<file path="config.mk">
export PLATFORM = sky130hd
export DESIGN_NAME = demux_1x8_bank
export DESIGN_NICKNAME = d
export VERILOG_FILES = /design/src/rtl/demux_bank_pkg.sv /design/src/rtl/small_sync_fifo.sv /design/src/rtl/demux_1x8_bank.sv
export SDC_FILE = /design/constraint.sdc
export NUM_CORES = 1
export LEC_CHECK = 0
export CAP_MARGIN = 15
export CORE_MARGIN = 2
export CORE_UTILIZATION = 35
export CTS_BUF_LIST = sky130_fd_sc_hd__clkbuf_8
export CTS_CLUSTER_SIZE = 25
export DETAILED_ROUTE_END_ITERATION = 10
export PLACE_DENSITY_LB_ADDON = 0.08
export SYNTH_ARGS = -nofsm -noshare
export SYNTH_HDL_FRONTEND = slang
export SYNTH_HIERARCHICAL = 1
export SYNTH_SLANG_ARGS = --single-unit
export TNS_END_PERCENT = 5
</file>
<file path="constraint.sdc">
create_clock -name clk -period 3 [get_ports clk]
set_clock_uncertainty 0.1 [all_clocks]
set_input_delay 0.6 -clock clk [delete_from_list [all_inputs] [get_ports clk]]
set_output_delay 0.6 -clock clk [all_outputs]
set_load 0.01 [all_outputs]
</file>
<file path="src/rtl/demux_bank_pkg.sv">
// Shared constants and FSM state type for the 1x8 write-side demux bank.
package demux_bank_pkg;

  localparam int unsigned NUM_SLOTS = 8;
  localparam int unsigned IDX_W     = 3;

  typedef enum logic [1:0] {
    IDLE  = 2'd0,
    DRAIN = 2'd1,
    SWEEP = 2'd2
  } state_e;

endpackage

</file>
<file path="src/rtl/small_sync_fifo.sv">
// In-order synchronous FIFO; push ignored when full, pop ignored when empty.
module small_sync_fifo #(
  parameter int unsigned WIDTH = 6,
  parameter int unsigned DEPTH = 2
) (
  input  logic             clk,
  input  logic             rst,
  input  logic             push_i,
  input  logic [WIDTH-1:0] wdata_i,
  input  logic             pop_i,
  output logic [WIDTH-1:0] rdata_o,
  output logic             full_o,
  output logic             empty_o,
  output logic             one_left_o
);

  localparam int unsigned PTR_W = $clog2(DEPTH);

  // Extra pointer MSB distinguishes full from empty.
  logic [PTR_W:0]   wr_q, rd_q;
  logic [PTR_W:0]   used;
  logic [WIDTH-1:0] mem_q [DEPTH];
  logic             do_push, do_pop;

  assign used       = wr_q - rd_q;
  assign empty_o    = (wr_q == rd_q);
  assign full_o     = (used == (PTR_W+1)'(DEPTH));
  assign one_left_o = (used == (PTR_W+1)'(1));
  assign rdata_o    = mem_q[rd_q[PTR_W-1:0]];
  assign do_push    = push_i && !full_o;
  assign do_pop     = pop_i && !empty_o;

  always_ff @(posedge clk) begin
    if (rst) begin
      wr_q <= '0;
      rd_q <= '0;
    end else begin
      if (do_push) wr_q <= wr_q + (PTR_W+1)'(1);
      if (do_pop)  rd_q <= rd_q + (PTR_W+1)'(1);
    end
  end

  always_ff @(posedge clk) begin
    if (do_push) mem_q[wr_q[PTR_W-1:0]] <= wdata_i;
  end

endmodule

</file>
<file path="src/rtl/demux_1x8_bank.sv">
// Buffered indexed writes into eight registered slots with an ordered bulk clear.
// Optional parity checking on commit is enabled by defining DEMUX_PARITY_EN.
module demux_1x8_bank
  import demux_bank_pkg::*;
#(
  parameter int unsigned W          = 2,
  parameter int unsigned FIFO_DEPTH = 2
) (
  input  logic               clk,
  input  logic               rst,
  input  logic               in_valid,
  output logic               in_ready,
  input  logic [IDX_W-1:0]   in_idx,
  input  logic [W-1:0]       in_data,
`ifdef DEMUX_PARITY_EN
  input  logic               in_par,
  output logic               par_err,
`endif
  input  logic               clr_req,
  output logic               clr_busy,
  output logic [W-1:0]       z0,
  output logic [W-1:0]       z1,
  output logic [W-1:0]       z2,
  output logic [W-1:0]       z3,
  output logic [W-1:0]       z4,
  output logic [W-1:0]       z5,
  output logic [W-1:0]       z6,
  output logic [W-1:0]       z7,
  output logic [NUM_SLOTS-1:0] slot_valid
);

`ifdef DEMUX_PARITY_EN
  localparam int unsigned PAR_W = 1;
`else
  localparam int unsigned PAR_W = 0;
`endif
  localparam int unsigned ENT_W = IDX_W + W + PAR_W;

  state_e               state_q, state_d;
  logic [IDX_W-1:0]     cnt_q, cnt_d;
  logic [W-1:0]         z_q [NUM_SLOTS];
  logic [W-1:0]         z_d [NUM_SLOTS];
  logic [NUM_SLOTS-1:0] valid_q, valid_d;

  logic [ENT_W-1:0]     fifo_wdata, fifo_rdata;
  logic                 fifo_full, fifo_empty, fifo_one_left;
  logic                 push, pop, par_ok;
  logic [IDX_W-1:0]     head_idx;
  logic [W-1:0]         head_data;

`ifdef DEMUX_PARITY_EN
  logic par_err_q, par_err_d;
  assign fifo_wdata = {in_idx, in_data, in_par};
  assign par_ok     = ~(^fifo_rdata[W:0]);
  assign par_err    = par_err_q;
`else
  assign fifo_wdata = {in_idx, in_data};
  assign par_ok     = 1'b1;
`endif

  assign head_idx  = fifo_rdata[ENT_W-1 -: IDX_W];
  assign head_data = fifo_rdata[ENT_W-IDX_W-1 -: W];

  // A push in the same cycle as clr_req is taken and committed before the sweep.
  assign in_ready = !fifo_full && (state_q == IDLE);
  assign push     = in_valid && in_ready;
  assign pop      = (state_q != SWEEP) && !fifo_empty;
  assign clr_busy = (state_q != IDLE);

  small_sync_fifo #(
    .WIDTH (ENT_W),
    .DEPTH (FIFO_DEPTH)
  ) u_fifo (
    .clk        (clk),
    .rst        (rst),
    .push_i     (push),
    .wdata_i    (fifo_wdata),
    .pop_i      (pop),
    .rdata_o    (fifo_rdata),
    .full_o     (fifo_full),
    .empty_o    (fifo_empty),
    .one_left_o (fifo_one_left)
  );

  always_comb begin
    state_d = state_q;
    cnt_d   = cnt_q;
    z_d     = z_q;
    valid_d = valid_q;
`ifdef DEMUX_PARITY_EN
    par_err_d = par_err_q;
`endif

    if (pop && par_ok) begin
      z_d[head_idx]     = head_data;
      valid_d[head_idx] = 1'b1;
    end
`ifdef DEMUX_PARITY_EN
    if (pop && !par_ok) par_err_d = 1'b1;
`endif

    unique case (state_q)
      IDLE: begin
        // Drain only if something is still queued after this cycle's pop/push.
        if (clr_req) begin
          if (push || (!fifo_empty && !fifo_one_left)) state_d = DRAIN;
          else                                          state_d = SWEEP;
        end
      end
      DRAIN: begin
        if (fifo_empty || fifo_one_left) state_d = SWEEP;
      end
      SWEEP: begin
        z_d[cnt_q]     = '0;
        valid_d[cnt_q] = 1'b0;
        cnt_d          = cnt_q + IDX_W'(1);
        if (cnt_q == IDX_W'(NUM_SLOTS - 1)) state_d = IDLE;
      end
      default: state_d = IDLE;
    endcase

`ifdef DEMUX_PARITY_EN
    if (state_d == SWEEP && state_q != SWEEP) par_err_d = 1'b0;
`endif
  end

  always_ff @(posedge clk) begin
    if (rst) begin
      state_q <= IDLE;
      cnt_q   <= '0;
      valid_q <= '0;
      for (int i = 0; i < int'(NUM_SLOTS); i++) z_q[i] <= '0;
`ifdef DEMUX_PARITY_EN
      par_err_q <= 1'b0;
`endif
    end else begin
      state_q <= state_d;
      cnt_q   <= cnt_d;
      valid_q <= valid_d;
      z_q     <= z_d;
`ifdef DEMUX_PARITY_EN
      par_err_q <= par_err_d;
`endif
    end
  end

  assign z0 = z_q[0];
  assign z1 = z_q[1];
  assign z2 = z_q[2];
  assign z3 = z_q[3];
  assign z4 = z_q[4];
  assign z5 = z_q[5];
  assign z6 = z_q[6];
  assign z7 = z_q[7];
  assign slot_valid = valid_q;

endmodule
</file>
==> results.cfg <==
[final_layout]
diodes = 0
drive_gt1_share_pct = 10.8
area_delta_synth_final_pct = 27.1
layout.nets = 233
ff_latch_area_sq_um = 981
finalNonFillerCells = 292
fillers = 486
multi_input_area_sq_um = 855

[yosys]
synth.area.mux_share_pct = 12.0
synth_area_sq_mm = 0.00189
yosys-top-cells-count = nor2_1 (40), dfxtp_1 (34), mux2i_1 (17)
synth_adder_area_share_pct = 1.98
post-synth-top-count-cell = nor2_1
syn_area_per_cell_sq_um = 10.2
yosys_register_bits = 44
synth_edf_count = 10
synth_warnings = 6
synth-xor-area-share_pct = 1.39
yosysSeqAreaShare_pct = 51.8
yosys-top-cells-area = dfxtp_1 (36%), edfxtp_1 (16%), mux2i_1 (9.0%), nor2_1 (7.9%), mux2_2 (3.0%)
synth.top_cell.area_share_pct = 35.9
synth_largest_area_cell = dfxtp_1
async_flop_share_pct = 0
yosysUniqueCellTypes = 38
synth_flop_cell = dfxtp_1
syn-num-nets = 197
synth_compound_area_share_pct = 9.05
synth_cells = 185
yosys.area_share.simple_pct = 20.7
synth_top_family_by_area = simple AND/OR/NAND/NOR gates

[cts]
ctsResizeCount = 0
cts_buffer_depth = 2
post_cts_buffers = 0
cts_tree = built
cts_sinks = 44
clkTransAtPathRegs_ns = 0.08
clock_latency_ns = 0.29
cts_hold_buf = 0
cts_buffers = 5
htreeDepth = 2
ctsRootBufferMaster = clkbuf_8

[placed_design]
dpl.cell_count = 284
portBuffers = 34
hpwl_mm = 3.03
gp_congestion = 0.798

[sta]
worst_pin_slew_ns = 0.687
setup_viol = 0
fmax_ghz = 0.352
tns_ns = 0
post-route-period-util_pct = 94.7
finalMaxSlewViolations = 0
period_minus_slack_ns = 2.84
hold_viol_final = 0
rsz0062_at_grt = no
holdWs_ns = 0.346
slew_headroom_pct = 54.1

[power_and_ir_drop]
leakagePower_uw = 0.000929
powerDensity_mw_per_mm2 = 872
peakVddDrop_mv = 0.316
p_total_uw = 2100

[worst_setup_path]
r2r_end = u_fifo/mem_q[1][1]$_DFFE_PP_
end_kind = output port
worst-r2r-setup-slack_ns = 0.34
crit_start = u_fifo/wr_q[0]$_SDFFE_PP0P_
critPathCapture = in_ready
timing.rr.start = u_fifo/wr_q[0]$_SDFFE_PP0P_
path_max_fanout = 11
path_class = flip-flop to output port
crit_path_start_kind = flip-flop
worst_r2r_path_depth = 7
worstPathArrival_ns = 2.14
critPathRequiredTime_ns = 2.30

[flow_run]
maxCapViolCount = 0

[global_routing]
antenna_found_initial = 0
grt_pass1_vias = 1467
grtUsageTotal_pct = 14.8
overflow = 0
grt_pass1_wl_mm = 6.92
grt_max_degree = 21

[detailed_routing]
routedWlPerCell_um = 13.6
routed_via_density = 4.96
wirelength_mm = 3.98
drc = 0
vias = 1448
dr.pass1.iters = 4
drt_iter0_markers = 74
ant_nets = 0

[floorplanning]
rows = 26
design.core.area_sq_mm = 0.00517
fp.dieW_um = 77.6
die_area_sq_mm = 0.00602
die_h_um = 77.6
io_pins = 35
start_util_pct = 36.6

[min_path]
hold_path_class = flip-flop to flip-flop

[status]
outcome = finished clean
==> routing by layer <==
layer / vias up / wire (um) / GRT usage [%]
li1: 720 / - / -
met1: 685 / 1860 / 17.9
met2: 36 / 1870 / 24.4
met3: 7 / 187 / 3.95
met4: 0 / 68 / 6.79
met5: - / 0 / 0
==> area by class of cell <==
| type | count | share of cell area, % |
|---|---|---|
| flip-flops and latches | 44 | 40.7 |
| multi-input cells | 128 | 35.5 |
| repair buffers | 36 | 14.8 |
| well taps | 70 | 3.64 |
| clock buffers | 5 | 2.86 |
| clock inverters | 3 | 1.56 |
| inverters | 6 | 0.936 |
==> state kept, by name, summed over array words and instances (netlist names), named ones only <==
| name | count |
|---|---|
| u_fifo/mem_q | 10 |
| slot_valid | 8 |
| cnt_q | 3 |
| state_q | 2 |
| u_fifo/rd_q | 2 |
| u_fifo/wr_q | 2 |
| z0 | 2 |
| z1 | 2 |
| z2 | 2 |
| z3 | 2 |
| z4 | 2 |
| z5 | 2 |
| z6 | 2 |
| z7 | 2 |
==> logic make-up after synthesis <==
logic type,after synthesis
buf+inv,13
xor+xnor,3
flops,44
simple gates,76
fa+ha+maj,3
mux,22
compound gates,24
==> stage by stage <==
step           setup slack (ns)  cell area, sq um  utilization (%)
2_1_floorplan             0.470              1890                -
3_3_place_gp              0.532              2300             44.5
3_5_place_dp              0.373              2300             44.5
4_1_cts                   0.139              2410             46.5
5_1_grt                 0.00553              2410             46.5
6_report                  0.160              2410             46.5
==> worst min path at each step <==
stage | from | to | slack [ns] | depth (start not counted)
5_1_grt | slot_valid[3]$_SDFF_PP0_ | slot_valid[3]$_SDFF_PP0_ | 0.37 | 2
2_1_floorplan | slot_valid[1]$_SDFF_PP0_ | slot_valid[1]$_SDFF_PP0_ | 0.37 | 2
3_5_place_dp | slot_valid[5]$_SDFF_PP0_ | slot_valid[5]$_SDFF_PP0_ | 0.34 | 2
4_1_cts | slot_valid[5]$_SDFF_PP0_ | slot_valid[5]$_SDFF_PP0_ | 0.35 | 2
3_3_place_gp | slot_valid[7]$_SDFF_PP0_ | slot_valid[7]$_SDFF_PP0_ | 0.33 | 2
6_report | slot_valid[5]$_SDFF_PP0_ | slot_valid[5]$_SDFF_PP0_ | 0.35 | 2
==> power by group <==
part | total [uW] | leakage [uW] | internal, uW | switching [uW]
Sequential | 834 | 0.000368 | 735 | 98.4
Combinational | 835 | 0.000508 | 392 | 443
Clock | 431 | 0.0000532 | 242 | 188
Total | 2100 | 0.000929 | 1370 | 730
==> critical path, stage by stage (launching register included) <==
cell and delay [ns]:
dfxtp_1 0.43, inv_1 0.09, ha_1 0.43, and2b_2 0.27, nor2_1 0.10, clkdlybuf4s50_1 0.53
==> cells in the final DEF, fill, tap and decap left out, types with 3 or more instances in the layout <==
cell type and count:
a21oi_1 10, a31o_2 4, clkbuf_8 5, clkdlybuf4s50_1 34
dfxtp_1 34, edfxtp_1 10, ha_1 3, inv_1 6
mux2_2 5, mux2i_1 17, nand2_1 6, nand2b_1 3
nand3_1 3, nor2_1 40, nor3_1 3, nor3b_1 4
xnor2_1 3
Power figures use the tool's default switching activity.
